File: src/rtl/kronos_counter64_pkg.sv
// Shared types and constants for the 64-bit CSR event counter.
package kronos_types;

  localparam int unsigned            CNT_W       = 32;
  localparam logic [CNT_W-1:0]       CNT_LOW_MAX = 32'hFFFF_FFFF;

  typedef enum logic {
    CNT_IDLE,
    CNT_RESP
  } cnt_state_e;

endpackage

File: src/rtl/kronos_counter64_if.sv
// CSR-side request/acknowledge bus between the CSR unit and a counter.
interface kronos_counter64_if;
  import kronos_types::*;

  logic             req;
  logic             we;
  logic             hi;
  logic [CNT_W-1:0] wdata;
  logic             ack;
  logic [CNT_W-1:0] rdata;

  modport master (
    output req, we, hi, wdata,
    input  ack, rdata
  );

  modport slave (
    input  req, we, hi, wdata,
    output ack, rdata
  );

endinterface

File: src/rtl/kronos_counter64.sv
// 64-bit event counter (mcycle/minstret storage) with a CSR responder port.
// The increment is split into two 32-bit halves joined by a registered carry;
// high-word reads add the pending carry so they never observe a stale value.
module kronos_counter64
  import kronos_types::*;
#(
  parameter bit HIGH_EN = 1'b1
) (
  input  logic                clk,
  input  logic                rst,
  input  logic                incr,
  input  logic                inhibit,
  kronos_counter64_if.slave   bus,
  output logic                ovf
);

  cnt_state_e       state_q;
  cnt_state_e       state_d;

  logic [CNT_W-1:0] count_low;
  logic [CNT_W-1:0] count_high;
  logic             carry;
  logic [CNT_W-1:0] rdata_q;

  logic             accept;
  logic             inc;
  logic             wr_lo;
  logic             wr_hi;
  logic             low_wrap;
  logic             carry_apply;
  logic [CNT_W-1:0] rd_value;

  // State register for the request/response handshake.
  always_ff @(posedge clk or posedge rst) begin
    if (rst) begin
      state_q <= CNT_IDLE;
    end else begin
      state_q <= state_d;
    end
  end

  // Next state: accept in IDLE, always return from RESP (req ignored there).
  always_comb begin
    state_d = state_q;
    unique case (state_q)
      CNT_IDLE: if (bus.req) state_d = CNT_RESP;
      CNT_RESP: state_d = CNT_IDLE;
      default:  state_d = CNT_IDLE;
    endcase
  end

  // Handshake outputs decoded from state.
  always_comb begin
    accept    = (state_q == CNT_IDLE) && bus.req;
    bus.ack   = (state_q == CNT_RESP);
    bus.rdata = rdata_q;
  end

  // Datapath controls: write priority, wrap detection and read fix-up.
  always_comb begin
    inc         = incr & ~inhibit;
    wr_lo       = accept & bus.we & ~bus.hi;
    wr_hi       = accept & bus.we & bus.hi & HIGH_EN;
    // A low write suppresses both the increment and the carry it would create.
    low_wrap    = inc & ~wr_lo & (count_low == CNT_LOW_MAX);
    // A high write drops any carry pending in the same cycle.
    carry_apply = carry & ~wr_hi;
    if (!bus.hi) begin
      rd_value = count_low;
    end else if (HIGH_EN) begin
      rd_value = count_high + {{(CNT_W-1){1'b0}}, carry};
    end else begin
      rd_value = '0;
    end
  end

  // Counter halves, pending carry and overflow pulse.
  always_ff @(posedge clk or posedge rst) begin
    if (rst) begin
      count_low  <= '0;
      count_high <= '0;
      carry      <= 1'b0;
      ovf        <= 1'b0;
    end else begin
      if (wr_lo) begin
        count_low <= bus.wdata;
      end else if (inc) begin
        count_low <= count_low + CNT_W'(1);
      end

      if (HIGH_EN) begin
        if (wr_hi) begin
          count_high <= bus.wdata;
        end else if (carry) begin
          count_high <= count_high + CNT_W'(1);
        end
        // Carry lives exactly one cycle: it is either applied or dropped,
        // while a same-cycle low wrap re-arms it on top of a written high word.
        carry <= low_wrap;
        ovf   <= carry_apply & (count_high == CNT_LOW_MAX);
      end else begin
        count_high <= '0;
        carry      <= 1'b0;
        ovf        <= low_wrap;
      end
    end
  end

  // Read data captured on the accepting edge, held until the next access.
  always_ff @(posedge clk or posedge rst) begin
    if (rst) begin
      rdata_q <= '0;
    end else if (accept) begin
      rdata_q <= rd_value;
    end
  end

endmodule

File: src/flat_wrapper.sv
// flat-port wrapper written by rule: the top's interface ports become plain ports
module kronos_counter64_flat import kronos_types::*;
#(
  parameter bit HIGH_EN = 1'b1
)
  (clk, rst, incr, inhibit, ovf, bus_req, bus_we, bus_hi, bus_wdata, bus_ack, bus_rdata);
  kronos_counter64_if bus_i ();
  input  logic clk;
  input  logic rst;
  input  logic incr;
  input  logic inhibit;
  output logic ovf;
  input wire logic [$bits(bus_i.req)-1:0] bus_req;
  input wire logic [$bits(bus_i.we)-1:0] bus_we;
  input wire logic [$bits(bus_i.hi)-1:0] bus_hi;
  input wire logic [$bits(bus_i.wdata)-1:0] bus_wdata;
  output wire logic [$bits(bus_i.ack)-1:0] bus_ack;
  output wire logic [$bits(bus_i.rdata)-1:0] bus_rdata;
  assign bus_i.req = bus_req;
  assign bus_i.we = bus_we;
  assign bus_i.hi = bus_hi;
  assign bus_i.wdata = bus_wdata;
  assign bus_ack = bus_i.ack;
  assign bus_rdata = bus_i.rdata;
  kronos_counter64 #(.HIGH_EN(HIGH_EN)) u_core (.clk(clk), .rst(rst), .incr(incr), .inhibit(inhibit), .bus(bus_i), .ovf(ovf));
endmodule
File: config.mk
export PLATFORM = sky130hd
export DESIGN_NAME = kronos_counter64_flat
export DESIGN_NICKNAME = d
export VERILOG_FILES = /design/src/rtl/kronos_counter64_pkg.sv /design/src/rtl/kronos_counter64_if.sv /design/src/rtl/kronos_counter64.sv /design/src/flat_wrapper.sv
export SDC_FILE = /design/constraint.sdc
export NUM_CORES = 1
export LEC_CHECK = 0
export CAP_MARGIN = 20
export CELL_PAD_IN_SITES_DETAIL_PLACEMENT = 1
export CELL_PAD_IN_SITES_GLOBAL_PLACEMENT = 1
export CORE_ASPECT_RATIO = 0.8
export CORE_MARGIN = 3
export CORE_UTILIZATION = 40
export CTS_CLUSTER_SIZE = 16
export DETAILED_ROUTE_END_ITERATION = 10
export DONT_BUFFER_PORTS = 1
export PLACE_DENSITY_LB_ADDON = 0.1
export SYNTH_ARGS = -nofsm -noshare
export SYNTH_HDL_FRONTEND = slang
export SYNTH_SLANG_ARGS = --single-unit
File: constraint.sdc
create_clock -name clk -period 4.5 [get_ports clk]
set_input_delay 1.125 -clock clk [delete_from_list [all_inputs] [get_ports clk]]
set_output_delay 1.125 -clock clk [all_outputs]
set_load 0.1 [all_outputs]
* After elaboration in Yosys (flattened, before gate mapping)
Index checks and enable logic that the tools add are counted.
** Word-level totals
- Memory bits (writable) :: 0
- Register bits :: 99
- Latch bits :: 0
- Output and inout port bits :: 34
- Memories kept :: 0
- Memory bits (read-only) :: 0
** Operators by class
- Bitwise logic cells :: 13
- Order comparisons :: 0
- Multiplexer cells :: 7
- Shift-type cells :: 0
- Equal/unequal tests :: 2
- Add/subtract/negate cells :: 3
- Div/mod/pow operators :: 0
- Reduce and logical (&&, ||, !) cells :: 3
- Multiply operators :: 0
** Operator list (count)
- $mux 32 :: 5
- $add 32x1->32 const B :: 2
- $eq 32x32->1 const B :: 2
- $add 32x1->32 :: 1
- $and 1x1->1 :: 8
- $not 1->1 :: 5
- $reduce_bool 2->1 :: 2
- $pmux 1 s2 :: 1
- $logic_and 1x1->1 :: 1
- $mux 1 :: 1

* Depth between registers and ports, before layout
Gate-level depths: netlist (run 1).
- Word-level depth :: 7
- Mapped depth :: 8
- Gate-level depth less buffers :: 7

* Worst setup path before layout (run 1)
Ideal clock, no wire load.
- Path type :: input -> register
- Start point :: input port inhibit
- End point :: register u_core.count_low[20]
- Library setup time :: 0.129 ns
- Stages on the path :: 6
- Data arrival time :: 2.450 ns
- Slack :: 1.922 ns
- Required time :: 4.371 ns
- Cells stage by stage :: nand3b_1 or4_1 clkbuf_1 nor4_2 xnor2_1 o21ai_1
** Between the ends
- Longest elaborated chain between the ends :: 3
** Ends and longest elaborated chain
- start, declared :: RTL line flat_wrapper.sv:11 : input logic inhibit;
- $not 1->1 :: RTL line kronos_counter64.sv:61 : inc = incr & ~inhibit;
- $and 1x1->1 :: RTL line kronos_counter64.sv:61
- $reduce_bool 2->1 (no line)
- end signal, assigned :: RTL line kronos_counter64.sv:86 : count_low <= bus.wdata;
- end signal, assigned :: RTL line kronos_counter64.sv:88 : count_low <= count_low + CNT_W'(1);
- end, declared :: RTL line kronos_counter64.sv:20 : logic [CNT_W-1:0] count_low;
Every way passes these cells.
A chain may end at the register's enable or synchronous reset.

* Worst setup path in the final report (run 1)
- Start point :: register u_core.carry
- End point :: register u_core.rdata_q[17], in the netlist u_core.bus.rdata[17]
** Between the ends
- Longest elaborated chain between the ends :: 2
** Ends and longest elaborated chain
- start, declared :: RTL line kronos_counter64.sv:22 : logic carry;
- start signal, assigned :: RTL line kronos_counter64.sv:99 : carry <= low_wrap;
- $add 32x1->32 :: RTL line kronos_counter64.sv:71 : rd_value = count_high + {{(CNT_W-1){1'b0}}, carry};
- $mux 32 :: RTL line kronos_counter64.sv:68 : if (!bus.hi) begin
- end signal, assigned :: RTL line kronos_counter64.sv:114 : rdata_q <= rd_value;
- end, declared :: RTL line kronos_counter64.sv:23 : logic [CNT_W-1:0] rdata_q;
Every way passes these cells.

==> impl_metrics.toml, run 1 <==
[yosys]
netlist.top_cell.by_area = "dfrtp_1"
synth-main-ff-cell = "dfrtp_1"
synth-edff-count = 0
postSynthAreaPerCell_um2 = 8.75
syn-instance-count = 643
netlist_top_cells_area = "dfrtp_1 44%, xor2_1 7.6%, xnor2_1 5.8%, o21ai_0 5.3%, nand2_1 4.9%"
netlist_cell_types = 40
number_of_synthesized_register_bits = 99
syn-num-nets = 686
async_reset_ff_frac = 1.00
post_synthesis_cell_area_mm2 = 0.00563
synth.yosys.seq_area_share = 0.440
netlist.area_leader.share = 0.440
yosysWarningCount = 0

[floorplan]
placement_rows = 38
start_util = 0.412
die_area_mm2 = 0.0155
fp.dieH_um = 112
die_w_um = 139
ports = 73
core_mm2 = 0.0136

[route]
drt_first_pass_iters = 5
postRouteAntennaNets = 0
top_layer_used = "met4"
route.detailed.wl_per_inst_um = 22.8
detailedRoute.firstIterationViolations = 384
viasPerCell = 5.88
wirelength_um = 18300
route.detailed.drc = 0
vias = 4705
post_route_met1_wirelength_um = 9530
dr_wl_met2_um = 7550
detailroute.wirelength.met3_um = 987

[clock_tree]
h_tree_lvls = 3
tritoncts = "built"
clock_tree.buffer_depth = 2
clk-insertion-delay-late_ns = 0.37
post_cts_resized = 0
clk_pin_slew_ns = 0.08
cts-buffers-inserted = 9
postCtsSetupRepairBufs = 0
cts-hold-fix-buffers = 0
cts_sinks = 99
clock_tree_root_buffer_cell = "clkbuf_16"

[layout]
final-seq-area_mm2 = 0.00248
drive_gt1_frac = 0.0565
area_delta_synth_final_pct = 7.16
diodes = 0
finalNetCount = 658
multiInputGateArea_mm2 = 0.00295
layout.filler_cells = 1581

[power_and_ir_drop]
leakagePower_uw = 0.00222
p_seq_frac = 0.590
power.ir.vdd_worst_v = 0.000287
power-per-cell-area_mw_per_mm2 = 520
power.net_switching_uw = 1460
finalPower_uw = 3130
internal_power_uw = 1680
pwr-share-clk = 0.245
pwr-share-comb = 0.165
switching_share = 0.465

[setup_path]
path_class = "flop to flop"
worst_ep_required_time_ns = 4.73
cp_top_family = "simple AND/OR/NAND/NOR gates"
worstRegToRegCells = 6
timing.reg2reg.setup_slack_ns = 1.68
critPathArrivalTime_ns = 3.05
end_kind = "flop"
crit_path_max_fanout = 7
critical_path_start_type = "flop"
critical-path-max-stage-delay_ns = 0.98
timing.rr.end = "u_core.bus.rdata[17]$_DFFE_PP0P_"
crit_path_top_delay_cell = "nor3_1"
critical_path.cell_chain = "ha_1, nand3_1, nor3_1, nand4_1, xor2_1, o21ai_0"
critical_path.reg2reg.startpoint = "u_core.carry$_DFF_PP0_"
crit_buf_inv = 0

[global_routing]
global_route_wire_length_before_repair_um = 29100
antenna_found_initial = 0
vias_in_the_first_global_route = 4710
pin_count_of_the_biggest_net_entering_global_routing = 65
grt_util_overall = 0.242
grt.overflow.total = 0

[status]
run_status = "finished clean"

[placed_design]
dp_hpwl_um = 13400
place.port_buffers = 0
place.gp.congestion = 0.847

[sta]
final_hold_viol_count = 0
timing.final.crit_period_ns = 2.82
timing.final.setup_violations = 0
post-route-period-util = 0.626
worst-slew-pin-transition_ns = 1.10
slew-limit-headroom = 0.262
clock-skew-final_ns = 0.0145
grt_setup_unrepaired = "no"
achievable-frequency_mhz = 355
final-max-slew-violation-count = 0
fin_tns_setup_ns = 0

[hold_path]
hold_path_class = "input port to async pin"

[run]
drv.max_cap_violation_count = 0
-- cell usage in the layout (no fill, tap or decap), types with 2 or more instances in the layout --
master,n
or4_1,2
nand4_1,38
a21o_1,6
or3_1,2
inv_6,3
o21a_1,2
xnor2_1,37
clkbuf_16,9
buf_4,5
nor4_1,11
and3_1,7
ha_1,4
a21oi_1,55
and4_1,3
nor3_1,17
nor3b_1,15
mux2i_1,5
o21ai_1,11
o21ai_0,60
a31oi_1,2
nand4_2,3
dfrtp_1,99
xor2_1,49
nor4_2,2
nor4_4,2
nand3_1,17
and2_1,4
nand2_1,74
nor2_1,51
inv_1,7
-- cell families (layout without fill, tap and decap cells) --
family	after synthesis	after routing	synth area share
simple gates	256	256	0.239
buf+inv	53	30	0.0371
mux	6	6	0.0109
compound gates	139	139	0.129
xor+xnor	86	86	0.134
flops	99	99	0.440
fa+ha+maj	4	4	0.00890
-- registers in the layout (all words and copies together), names as in the netlist --
signal,cells
u_core.count_high,32
u_core.bus.ack,1
u_core.carry,1
u_core.bus.rdata,32
u_core.ovf,1
u_core.count_low,32
-- stage by stage --
stage	instance area, um^2	hold WS, ns	std cells	utilization	setup WS (ns)
6_report	6030	0.541	800	0.442	1.68
5_1_grt	6030	0.543	800	0.442	1.59
4_1_cts	6030	0.547	800	0.442	1.78
3_5_place_dp	5750	0.572	784	0.421	1.70
3_3_place_gp	5750	0.576	784	0.421	1.73
2_1_floorplan	5630	0.526	643	-	0.785
-- cell usage after synthesis (all sizes together), types with 6 or more instances --
| cell | n |
|---|---|
| nor4 | 15 |
| dfrtp | 99 |
| nand2 | 74 |
| xnor2 | 37 |
| buf | 18 |
| a21oi | 55 |
| o21ai | 71 |
| nor3b | 16 |
| a21o | 6 |
| nor3 | 17 |
| nor2 | 51 |
| nand3 | 18 |
| xor2 | 49 |
| and3 | 7 |
| nand4 | 41 |
| clkbuf | 27 |
| inv | 8 |
-- metal layers --
metal / track usage / vias to the layer above
li1: - / 2192
met2: 0.330 / 103
met4: 0.0467 / 0
met3: 0.0635 / 15
met1: 0.386 / 2395
met5: 0 / -
-- power by group through the flow --
| stage | clock network [uW] | logic [uW] | registers [uW] |
|---|---|---|---|
| CTS | 784 | 519 | 1840 |
| detailed placement | 0 | 515 | 1860 |
| floorplan | 0 | 467 | 1710 |
| global placement | 0 | 492 | 1840 |
| finish | 769 | 518 | 1850 |
| global route | 824 | 587 | 1880 |
-- final cells by class --
type	count	share of cell area
flip-flops and latches	99	0.411
inverters	8	0.00540
clock buffers	9	0.0374
repair buffers	6	0.00955
well taps	180	0.0374
clock inverters	7	0.00975
multi-input cells	491	0.490
-- how the worst max path moves through the flow --
| stage | start | end | slack [ns] | depth (start not counted) |
|---|---|---|---|---|
| after floorplan | rst | u_core.bus.ack$_DFF_PP0_ | 0.78 | 1 |
| after global placement | inhibit | u_core.count_low[29]$_DFFE_PP0P_ | 1.73 | 5 |
| after detailed placement | inhibit | u_core.count_low[13]$_DFFE_PP0P_ | 1.70 | 5 |
| after CTS | u_core.bus.ack$_DFF_PP0_ | u_core.count_low[23]$_DFFE_PP0P_ | 1.78 | 5 |
| after global routing | u_core.carry$_DFF_PP0_ | u_core.bus.rdata[31]$_DFFE_PP0P_ | 1.59 | 6 |
| final | u_core.carry$_DFF_PP0_ | u_core.bus.rdata[17]$_DFFE_PP0P_ | 1.68 | 6 |
Power figures use the tool's default switching activity.
==> run 2, diff against run 1 <==
- clock period: 4.5 -> 2.9 ns (I/O delays scaled with it)
==> run 2 against run 1 <==
Against the previous run:
- global-route usage grew 0.11 points
- first-iteration DRC count grew 17%
- critical endpoint is now u_core.count_high[25]$_DFFE_PP0P_
- clock skew is 0.0043 ns lower
- largest power group unchanged
- cell area grew 1.7%
- total power grew 58%
- utilization is 0.73 points higher
==> impl_metrics.toml, run 2 (synthesized netlist as in run 1, its figures left out) <==
[status]
run_status = "finished clean"

[setup_path]
timing.reg2reg.setup_slack_ns = 0.48
worst_ep_required_time_ns = 3.11
end_kind = "flop"
critPathArrivalTime_ns = 2.63
worstRegToRegCells = 5
path_class = "flop to flop"
crit_path_max_fanout = 7
critical_path_start_type = "flop"
critical_path.reg2reg.startpoint = "u_core.count_high[4]$_DFFE_PP0P_"
timing.rr.end = "u_core.count_high[25]$_DFFE_PP0P_"

[clock_tree]
clk-insertion-delay-late_ns = 0.36
post_cts_resized = 0
clock_tree.buffer_depth = 2
cts_sinks = 99
postCtsSetupRepairBufs = 0
cts-buffers-inserted = 9
tritoncts = "built"
cts-hold-fix-buffers = 0
clk_pin_slew_ns = 0.07
h_tree_lvls = 3
clock_tree_root_buffer_cell = "clkbuf_16"

[power_and_ir_drop]
leakagePower_uw = 0.00226
power.ir.vdd_worst_v = 0.000313
power-per-cell-area_mw_per_mm2 = 808

[placed_design]
dp_hpwl_um = 13500
post_dp_cell_area_mm2 = 0.00582
place.port_buffers = 0
place_ws_ns = 0.495
place.gp.congestion = 0.830
place_inst = 790

[route]
route.detailed.wl_per_inst_um = 22.7
postRouteAntennaNets = 0
detailedRoute.firstIterationViolations = 448
route.detailed.drc = 0
viasPerCell = 5.87
wirelength_um = 18300
drt_first_pass_iters = 5
vias = 4735

[floorplan]
start_util = 0.412
die_w_um = 139
ports = 73
core_mm2 = 0.0136
fp.dieH_um = 112
placement_rows = 38
die_area_mm2 = 0.0155

[sta]
final_hold_viol_count = 0
whs_ns = 0.406
timing.final.crit_period_ns = 2.42
fin_tns_setup_ns = 0
post-route-period-util = 0.835
final-max-slew-violation-count = 0
timing.final.setup_violations = 0
layout_setup_ws_ns = 0.478
clock-skew-final_ns = 0.0103
grt_setup_unrepaired = "no"
slew-limit-headroom = 0.318
worst-slew-pin-transition_ns = 1.02
achievable-frequency_mhz = 413

[global_routing]
grt.overflow.total = 0
global_route_wire_length_before_repair_um = 29100
grt_util_overall = 0.243
antenna_found_initial = 0
pin_count_of_the_biggest_net_entering_global_routing = 66
vias_in_the_first_global_route = 4673

[layout]
stdcell_area_mm2 = 0.00613
finalNetCount = 664
mostFrequentLayoutCells = "99 x dfrtp_1, 74 x nand2_1, 60 x o21ai_0"
area_delta_synth_final_pct = 8.94
layout.cells.most_common = "dfrtp_1"
drive_gt1_frac = 0.0655
instances_no_fill = 806
diodes = 0

[run]
drv.max_cap_violation_count = 0

[hold_path]
hold_path_class = "input port to async pin"
[run 2: cell type report]
| type | count | area [um^2] |
|---|---|---|
| fillers | 1601 | 7520 |
| multi-input cells | 491 | 2950 |
| flip-flops and latches | 99 | 2480 |
| clock buffers | 11 | 253 |
| well taps | 180 | 225 |
| repair buffers | 12 | 128 |
| clock inverters | 5 | 60.1 |
| inverters | 8 | 33.8 |
[run 2: worst max-delay path, cell delays in order (launching register included)]
cell     delay, ns
dfrtp_1       0.54
nand4_1       0.40
nor3_1        0.80
nand4_1       0.24
xor2_1        0.21
a21oi_1       0.08
[run 2: worst max-delay path by stage]
stage,start,end,slack [ns]
6_report,u_core.count_high[4]$_DFFE_PP0P_,u_core.count_high[25]$_DFFE_PP0P_,0.48
5_1_grt,u_core.count_high[4]$_DFFE_PP0P_,u_core.count_high[25]$_DFFE_PP0P_,0.30
4_1_cts,u_core.count_high[4]$_DFFE_PP0P_,u_core.count_high[25]$_DFFE_PP0P_,0.48
3_5_place_dp,u_core.count_high[4]$_DFFE_PP0P_,u_core.count_high[25]$_DFFE_PP0P_,0.50
3_3_place_gp,u_core.count_low[5]$_DFFE_PP0P_,u_core.carry$_DFF_PP0_,0.51
2_1_floorplan,u_core.bus.ack$_DFF_PP0_,u_core.count_high[15]$_DFFE_PP0P_,0.54
[run 2: where the power goes]
group          total (uW)  internal (uW)  switching [uW]
Clock                1280            720             561
Sequential           2860           1660            1210
Combinational         808            351             456
Total                4950           2730            2220
[run 2: stage by stage]
| step | power, uW | util |
|---|---|---|
| final | 4950 | 0.449 |
| after detailed placement | 3680 | 0.426 |
| after global placement | 3640 | 0.426 |
| after global routing | 5210 | 0.449 |
| after floorplan | 3380 | - |
| after CTS | 4980 | 0.449 |
[run 2: layer usage]
metal | share of wire | global-route usage | routed length [um] | up-vias
li1 | - | - | - | 2199
met1 | 0.52 | 0.395 | 9470 | 2386
met2 | 0.40 | 0.319 | 7350 | 141
met3 | 0.074 | 0.0750 | 1360 | 9
met4 | 0.0069 | 0.0369 | 126 | 0
met5 | 0 | 0 | 0 | -
